==> src/rtl/fetch_queue_pkg.sv <==
// Shared definitions for the instruction-fetch front end.
//   XLEN             : data/address width
//   INSTR_BYTES      : byte stride between consecutive instructions
//   RESET_PC_DEFAULT : default first fetch address after reset
//   fq_state_e       : front-end FSM states
package fetch_queue_pkg;

  localparam int unsigned XLEN             = 32;
  localparam int unsigned INSTR_BYTES      = 4;
  localparam logic [31:0] RESET_PC_DEFAULT = 32'h0000_0000;

  typedef enum logic {
    BOOT = 1'b0,
    RUN  = 1'b1
  } fq_state_e;

endpackage

==> src/rtl/fetch_queue_sync_fifo.sv <==
// sync_fifo: single-clock FIFO with a synchronous flush.
//   clk, reset   : clock, asynchronous active-low reset
//   i_flush      : empty the FIFO; overrides push and pop
//   i_push/i_data: write an entry; ignored when full unless a pop frees a slot
//   i_pop        : drop the head entry; ignored when empty
//   o_data       : head entry (undefined when empty)
//   o_count      : number of stored entries, 0..DEPTH
module sync_fifo #(
  parameter int unsigned WIDTH = 32,
  parameter int unsigned DEPTH = 4
) (
  input  logic                     clk,
  input  logic                     reset,
  input  logic                     i_flush,
  input  logic                     i_push,
  input  logic [WIDTH-1:0]         i_data,
  input  logic                     i_pop,
  output logic [WIDTH-1:0]         o_data,
  output logic [$clog2(DEPTH):0]   o_count
);

  localparam int unsigned AW = $clog2(DEPTH);
  localparam int unsigned CW = AW + 1;

  logic [WIDTH-1:0] r_mem [DEPTH];
  logic [AW-1:0]    r_wptr;
  logic [AW-1:0]    r_rptr;
  logic [CW-1:0]    r_count;
  logic             w_do_pop;
  logic             w_do_push;

  assign w_do_pop  = i_pop && (r_count != '0);
  assign w_do_push = i_push && ((r_count != CW'(DEPTH)) || w_do_pop);

  // Storage needs no reset; entries are only observed once counted.
  always_ff @(posedge clk) begin
    if (w_do_push && !i_flush) begin
      r_mem[r_wptr] <= i_data;
    end
  end

  // DEPTH is a power of two, so the pointers wrap naturally.
  always_ff @(posedge clk or negedge reset) begin
    if (!reset) begin
      r_wptr  <= '0;
      r_rptr  <= '0;
      r_count <= '0;
    end else if (i_flush) begin
      r_wptr  <= '0;
      r_rptr  <= '0;
      r_count <= '0;
    end else begin
      if (w_do_push) r_wptr <= r_wptr + 1'b1;
      if (w_do_pop)  r_rptr <= r_rptr + 1'b1;
      if (w_do_push && !w_do_pop)      r_count <= r_count + 1'b1;
      else if (!w_do_push && w_do_pop) r_count <= r_count - 1'b1;
    end
  end

  assign o_data  = r_mem[r_rptr];
  assign o_count = r_count;

endmodule

==> src/rtl/fetch_queue.sv <==
// fetch_queue: owns the PC, issues word fetches to instruction memory, buffers the
// returned words with PC / PC+4 for decode, and handles redirects from execute.
//   clk, reset                        : clock, asynchronous active-low reset
//   imem_req_valid/ready/addr         : fetch request channel
//   imem_resp_valid/data              : in-order fetch responses
//   redirect_valid/pc                 : taken branch/jump; flushes and refetches
//   id_valid/ready/instr/pc/pcplus4   : head of the instruction queue to decode
module fetch_queue
  import fetch_queue_pkg::*;
#(
  parameter int unsigned     DEPTH    = 4,
  parameter logic [XLEN-1:0] RESET_PC = RESET_PC_DEFAULT
) (
  input  logic            clk,
  input  logic            reset,
  output logic            imem_req_valid,
  input  logic            imem_req_ready,
  output logic [XLEN-1:0] imem_req_addr,
  input  logic            imem_resp_valid,
  input  logic [XLEN-1:0] imem_resp_data,
  input  logic            redirect_valid,
  input  logic [XLEN-1:0] redirect_pc,
  output logic            id_valid,
  input  logic            id_ready,
  output logic [XLEN-1:0] id_instr,
  output logic [XLEN-1:0] id_pc,
  output logic [XLEN-1:0] id_pcplus4
);

  localparam int unsigned CW      = $clog2(DEPTH) + 1;
  localparam logic [CW:0] DEPTH_W = (CW + 1)'(DEPTH);

  fq_state_e         r_state;
  logic [XLEN-1:0]   r_pc;
  logic [CW-1:0]     r_drop;

  logic [CW-1:0]     w_q_count;
  logic [CW-1:0]     w_out_count;
  logic [XLEN-1:0]   w_shadow_pc;
  logic [3*XLEN-1:0] w_head;
  logic              w_credit;
  logic              w_req_fire;
  logic              w_resp;
  logic              w_resp_keep;
  logic              w_pop;

  // Buffered plus in-flight fetches (stale ones included) may never exceed DEPTH,
  // so a returning response always finds room in the queue.
  assign w_credit = ({1'b0, w_q_count} + {1'b0, w_out_count}) < DEPTH_W;

  assign imem_req_valid = (r_state == RUN) && !redirect_valid && w_credit;
  assign imem_req_addr  = (r_state == RUN) ? r_pc : '0;
  assign w_req_fire     = imem_req_valid && imem_req_ready;

  // A response with nothing outstanding cannot belong to us; ignore it.
  assign w_resp      = imem_resp_valid && (w_out_count != '0);
  assign w_resp_keep = w_resp && !redirect_valid && (r_drop == '0);
  assign w_pop       = id_valid && id_ready && !redirect_valid;

  always_ff @(posedge clk or negedge reset) begin
    if (!reset) begin
      r_state <= BOOT;
      r_pc    <= RESET_PC;
      r_drop  <= '0;
    end else begin
      case (r_state)
        BOOT:    r_state <= RUN;
        RUN:     r_state <= RUN;
        default: r_state <= BOOT;
      endcase

      if (redirect_valid) begin
        r_pc <= {redirect_pc[XLEN-1:2], 2'b00};
      end else if (w_req_fire) begin
        r_pc <= r_pc + XLEN'(INSTR_BYTES);
      end

      // Everything still in flight after a redirect is stale; no request fires
      // in the redirect cycle, so that is the shadow count minus this response.
      if (redirect_valid) begin
        r_drop <= w_out_count - CW'(w_resp);
      end else if (w_resp && (r_drop != '0)) begin
        r_drop <= r_drop - 1'b1;
      end
    end
  end

  // PC of each outstanding request, popped as its response returns.
  sync_fifo #(
    .WIDTH (XLEN),
    .DEPTH (DEPTH)
  ) u_pc_shadow (
    .clk     (clk),
    .reset   (reset),
    .i_flush (1'b0),
    .i_push  (w_req_fire),
    .i_data  (r_pc),
    .i_pop   (w_resp),
    .o_data  (w_shadow_pc),
    .o_count (w_out_count)
  );

  sync_fifo #(
    .WIDTH (3 * XLEN),
    .DEPTH (DEPTH)
  ) u_instr_q (
    .clk     (clk),
    .reset   (reset),
    .i_flush (redirect_valid),
    .i_push  (w_resp_keep),
    .i_data  ({imem_resp_data, w_shadow_pc, w_shadow_pc + XLEN'(INSTR_BYTES)}),
    .i_pop   (w_pop),
    .o_data  (w_head),
    .o_count (w_q_count)
  );

  // Gate the head so every id_* output reads zero while the queue is empty.
  assign id_valid   = (w_q_count != '0);
  assign id_instr   = id_valid ? w_head[3*XLEN-1:2*XLEN] : '0;
  assign id_pc      = id_valid ? w_head[2*XLEN-1:XLEN]   : '0;
  assign id_pcplus4 = id_valid ? w_head[XLEN-1:0]        : '0;

endmodule

==> config.mk <==
export PLATFORM = sky130hd
export DESIGN_NAME = fetch_queue
export DESIGN_NICKNAME = d
export VERILOG_FILES = /design/src/rtl/fetch_queue_pkg.sv /design/src/rtl/fetch_queue_sync_fifo.sv /design/src/rtl/fetch_queue.sv
export SDC_FILE = /design/constraint.sdc
export NUM_CORES = 1
export LEC_CHECK = 0
export ABC_AREA = 1
export CAP_MARGIN = 20
export CORE_UTILIZATION = 53
export CTS_CLUSTER_DIAMETER = 200
export DETAILED_ROUTE_END_ITERATION = 10
export GPL_ROUTABILITY_DRIVEN = 0
export PLACE_DENSITY = 0.81
export SYNTH_ARGS = -nofsm -noshare
export SYNTH_HDL_FRONTEND = slang
export SYNTH_SLANG_ARGS = --single-unit
==> constraint.sdc <==
create_clock -name clk -period 6.45 [get_ports clk]
set_input_delay 1.935 -clock clk [delete_from_list [all_inputs] [get_ports clk]]
set_output_delay 1.935 -clock clk [all_outputs]
set_load 0.1 [all_outputs]
==> run_results.csv <==
group,metric,value,unit
outcome,status,"completed",
power_and_ir_drop,combinationalPowerShare,46.8,%
logic_synthesis,ys_ff_latch,536,
final_layout,layout-drive-gt1-share,8.972,%
min_path,min_path_cells,2,
final_layout,nets,2578,
setup_path,r2r_cells,12,
clock_network,clock-sinks,536,
logic_synthesis,post_synth.cell_area_avg,10.27,µm²
route,wl_met1,22.59,mm
min_path,hp-start,"r_drop[2]",
final_layout,final_util,62.79,%
die,start_util,53.84,%
logic_synthesis,netlist_area,23860,µm²
clock_network,cts_inserted_buffers,53,
clock_network,path_clk_slew,0.06,ns
grt,grt_max_degree,95,
sta,clock_skew,0.01746,ns
sta,worst_slew_pin_slew,0.9839,ns
logic_synthesis,yosysSeqAreaShare,66.45,%
sta,rsz0062_at_grt,"no",
sta,relSlewSlack,34.20,%
sta,final.period_utilization,86.92,%
route,wl_per_cell,18.00,µm
placed_design,dpl.hpwl,34.61,mm
die,io_pins,200,
power_and_ir_drop,p_sw_share,47.99,%
grt,grt_pass1_wl,88.40,mm
setup_path,critPathKind,"reg2out",
power_and_ir_drop,power.density,506.4,nW/µm²
setup_path,cp.arrival,3.67,ns
power_and_ir_drop,p_seq_share,32.2,%
clock_network,cts-root-buf,"clkbuf_16",
run,max_cap_viol_count,0,
power_and_ir_drop,ir_drop,453.8,µV
route,vias,17286,
sta,final.setup.tns,0,ns
power_and_ir_drop,power_frac_clock,21.0,%
grt,antenna_found_initial,0,
clock_network,cts_buffer_depth,3,
route,vias_per_cell,5.537,
setup_path,crit_start,"u_instr_q.r_rptr[0]",
setup_path,reg2reg_from,"r_state",
route,first_iter_violations,1640,
power_and_ir_drop,p_switching,6.762,mW
route,ant_nets,0,
grt,grt_pass1_vias,16949,
clock_network,cts_resized,0,
logic_synthesis,synth_cells,2323,
setup_path,cp_slowest_cell,"clkdlybuf4s50_1",
setup_path,crit_fanout,80,
sta,slew_violations,0,
clock_network,holdBufCountCts,0,
route,drtPass1Iterations,7,
clock_network,htreeDepth,2,
final_layout,area.growth.synth_to_final,16.63,%
setup_path,crit_chain,"inv_4 > o21ai_0 > a21oi_1 > clkdlybuf4s50_1",
route,drc,0,
grt,grt_overflow,0,
sta,period_needed,5.606,ns
power_and_ir_drop,power_leakage,10.71,nW
grt,grt.total_usage,24.40,%
clock_network,worstSkewPairLatency,0.60,ns
logic_synthesis,yosys_warnings,0,
route,top_layer,"met4",
route,wl_met3,4.428,mm
placed_design,portBuffers,191,
die,coreArea,44320,µm²
setup_path,worstSetupEndpointType,"output pin",
min_path,hold_class,"reg2reg",
sta,finalSetupViolations,0,
route,wl,56.20,mm
final_layout,layout_commonest_cell,"nand2_1",
die,die_w,214.2,µm
clock_network,postCtsSetupBuffers,0,
die,die_h,214.2,µm
sta,hold_viol,0,
logic_synthesis,synth.distinct_cells,37,
final_layout,diodes,0,
sta,timing.fmax,0.1784,GHz
route,wl_met2,27.48,mm
power_and_ir_drop,p_int,7.329,mW
clock_network,cts_tree,"yes",
setup_path,start_kind,"flip-flop",
final_layout,most-common-layout-cells,"nand2_1 (499), edfxtp_1 (488), nor2_1 (469)",
die,die-area,45870,µm²
die,row_count,77,
setup_path,cp.required,4.51,ns
setup_path,cpPeakStageDelay,1.18,ns
[cell type report]
| type | count | area (µm²) |
|---|---|---|
| Clock buffer | 65 | 1371 |
| Clock inverter | 31 | 294.0 |
| Fill cell | 3340 | 16490 |
| Inverter | 144 | 550.5 |
| Multi-Input combinational cell | 1531 | 6929 |
| Sequential cell | 536 | 15860 |
| Tap cell | 592 | 740.7 |
| Timing Repair Buffer | 223 | 2079 |
[Yosys cell counts]
library cell / count / area share (%)
or2_2: 2 / 0.052
and2_0: 1 / 0.026
buf_4: 14 / 0.44
nor2_1: 477 / 7.5
dfrtp_1: 48 / 5.0
a32oi_1: 1 / 0.037
nand2_1: 499 / 7.9
buf_6: 8 / 0.38
a22oi_1: 1 / 0.031
and3_1: 1 / 0.026
o21ai_1: 4 / 0.084
edfxtp_1: 488 / 61
inv_8: 1 / 0.047
inv_2: 6 / 0.094
buf_1: 9 / 0.14
nand2_2: 17 / 0.45
ha_1: 17 / 0.89
a31oi_1: 1 / 0.026
o211ai_1: 9 / 0.28
inv_1: 137 / 2.2
nor3_1: 8 / 0.17
o21bai_1: 1 / 0.031
xnor2_1: 5 / 0.18
nand3_1: 100 / 2.1
o221ai_1: 5 / 0.18
nor2_2: 10 / 0.26
fa_1: 2 / 0.17
nor2_4: 2 / 0.094
clkbuf_1: 55 / 0.87
a21boi_0: 1 / 0.031
a21oi_1: 99 / 2.1
xor2_1: 37 / 1.4
o21ai_0: 205 / 4.3
nor3_2: 2 / 0.084
buf_2: 31 / 0.65
conb_1: 2 / 0.031
nand4_1: 17 / 0.45
[per-layer routing]
metal  up-vias  GRT usage (%)
met5         -              0
met3       111          3.603
met1      8222          32.12
met4         0          8.405
met2       827          41.49
li1       8126              -
[logic make-up (layout without fill, tap and decap cells)]
| group | after synthesis | after routing | share of synthesized area, % |
|---|---|---|---|
| XOR/XNOR | 42 | 42 | 1.542 |
| other | 2 | 7 | 0.03148 |
| flip-flops | 536 | 536 | 66.45 |
| adder cells (fa/ha/maj) | 19 | 19 | 1.059 |
| AO/OA/AOI/OAI | 327 | 327 | 7.085 |
| buffers and inverters | 261 | 463 | 4.772 |
| AND/OR/NAND/NOR | 1136 | 1136 | 19.06 |
[sequential cells by signal (all words and copies together), names as in the netlist]
signal	count
u_instr_q.r_mem	368
u_pc_shadow.r_mem	120
r_pc	30
r_drop	3
u_instr_q.o_count	3
u_pc_shadow.o_count	3
u_instr_q.r_rptr	2
u_instr_q.r_wptr	2
u_pc_shadow.r_rptr	2
u_pc_shadow.r_wptr	2
r_state	1
[through the flow]
| step | std cells | cell area, µm² | setup slack (ns) | hold slack, ns | total power [mW] |
|---|---|---|---|---|---|
| 2_1_floorplan | 2328 | 23880 | -0.5031 | 0.4710 | 9.525 |
| 3_3_place_gp | 3026 | 26160 | 1.169 | 0.5351 | 10.99 |
| 3_5_place_dp | 3026 | 26160 | 1.097 | 0.5527 | 11.13 |
| 4_1_cts | 3122 | 27830 | 0.8099 | 0.5615 | 14.10 |
| 5_1_grt | 3122 | 27830 | 0.6779 | 0.6129 | 14.66 |
| 6_report | 3122 | 27830 | 0.8435 | 0.5606 | 14.09 |
[path summary, 6_finish.rpt]
check / to / slack (ns)
max reg2reg: u_pc_shadow.o_count[2] / 2.46
min reg2reg: r_drop[2] / 0.56
min in group asynchronous: r_state / 1.44
max in group asynchronous: u_instr_q.r_rptr[0] / 4.53
max: id_instr[14] / 0.84
min: r_drop[2] / 0.56
[worst max-delay path: cells and delay by family (launching register included)]
kind,cells,cell delay (ns)
AOI/OAI and AO/OA,2,0.46
DFF,1,0.71
buffers and inverters,2,1.81
[power groups by stage]
stage	combinational, mW	sequential, mW	clock [mW]
6_report	6.59	4.54	2.96
5_1_grt	6.97	4.56	3.13
4_1_cts	6.56	4.53	3.00
3_5_place_dp	6.53	4.60	0
3_3_place_gp	6.41	4.59	0
2_1_floorplan	5.04	4.49	0
(Power assumes the default switching activity.)
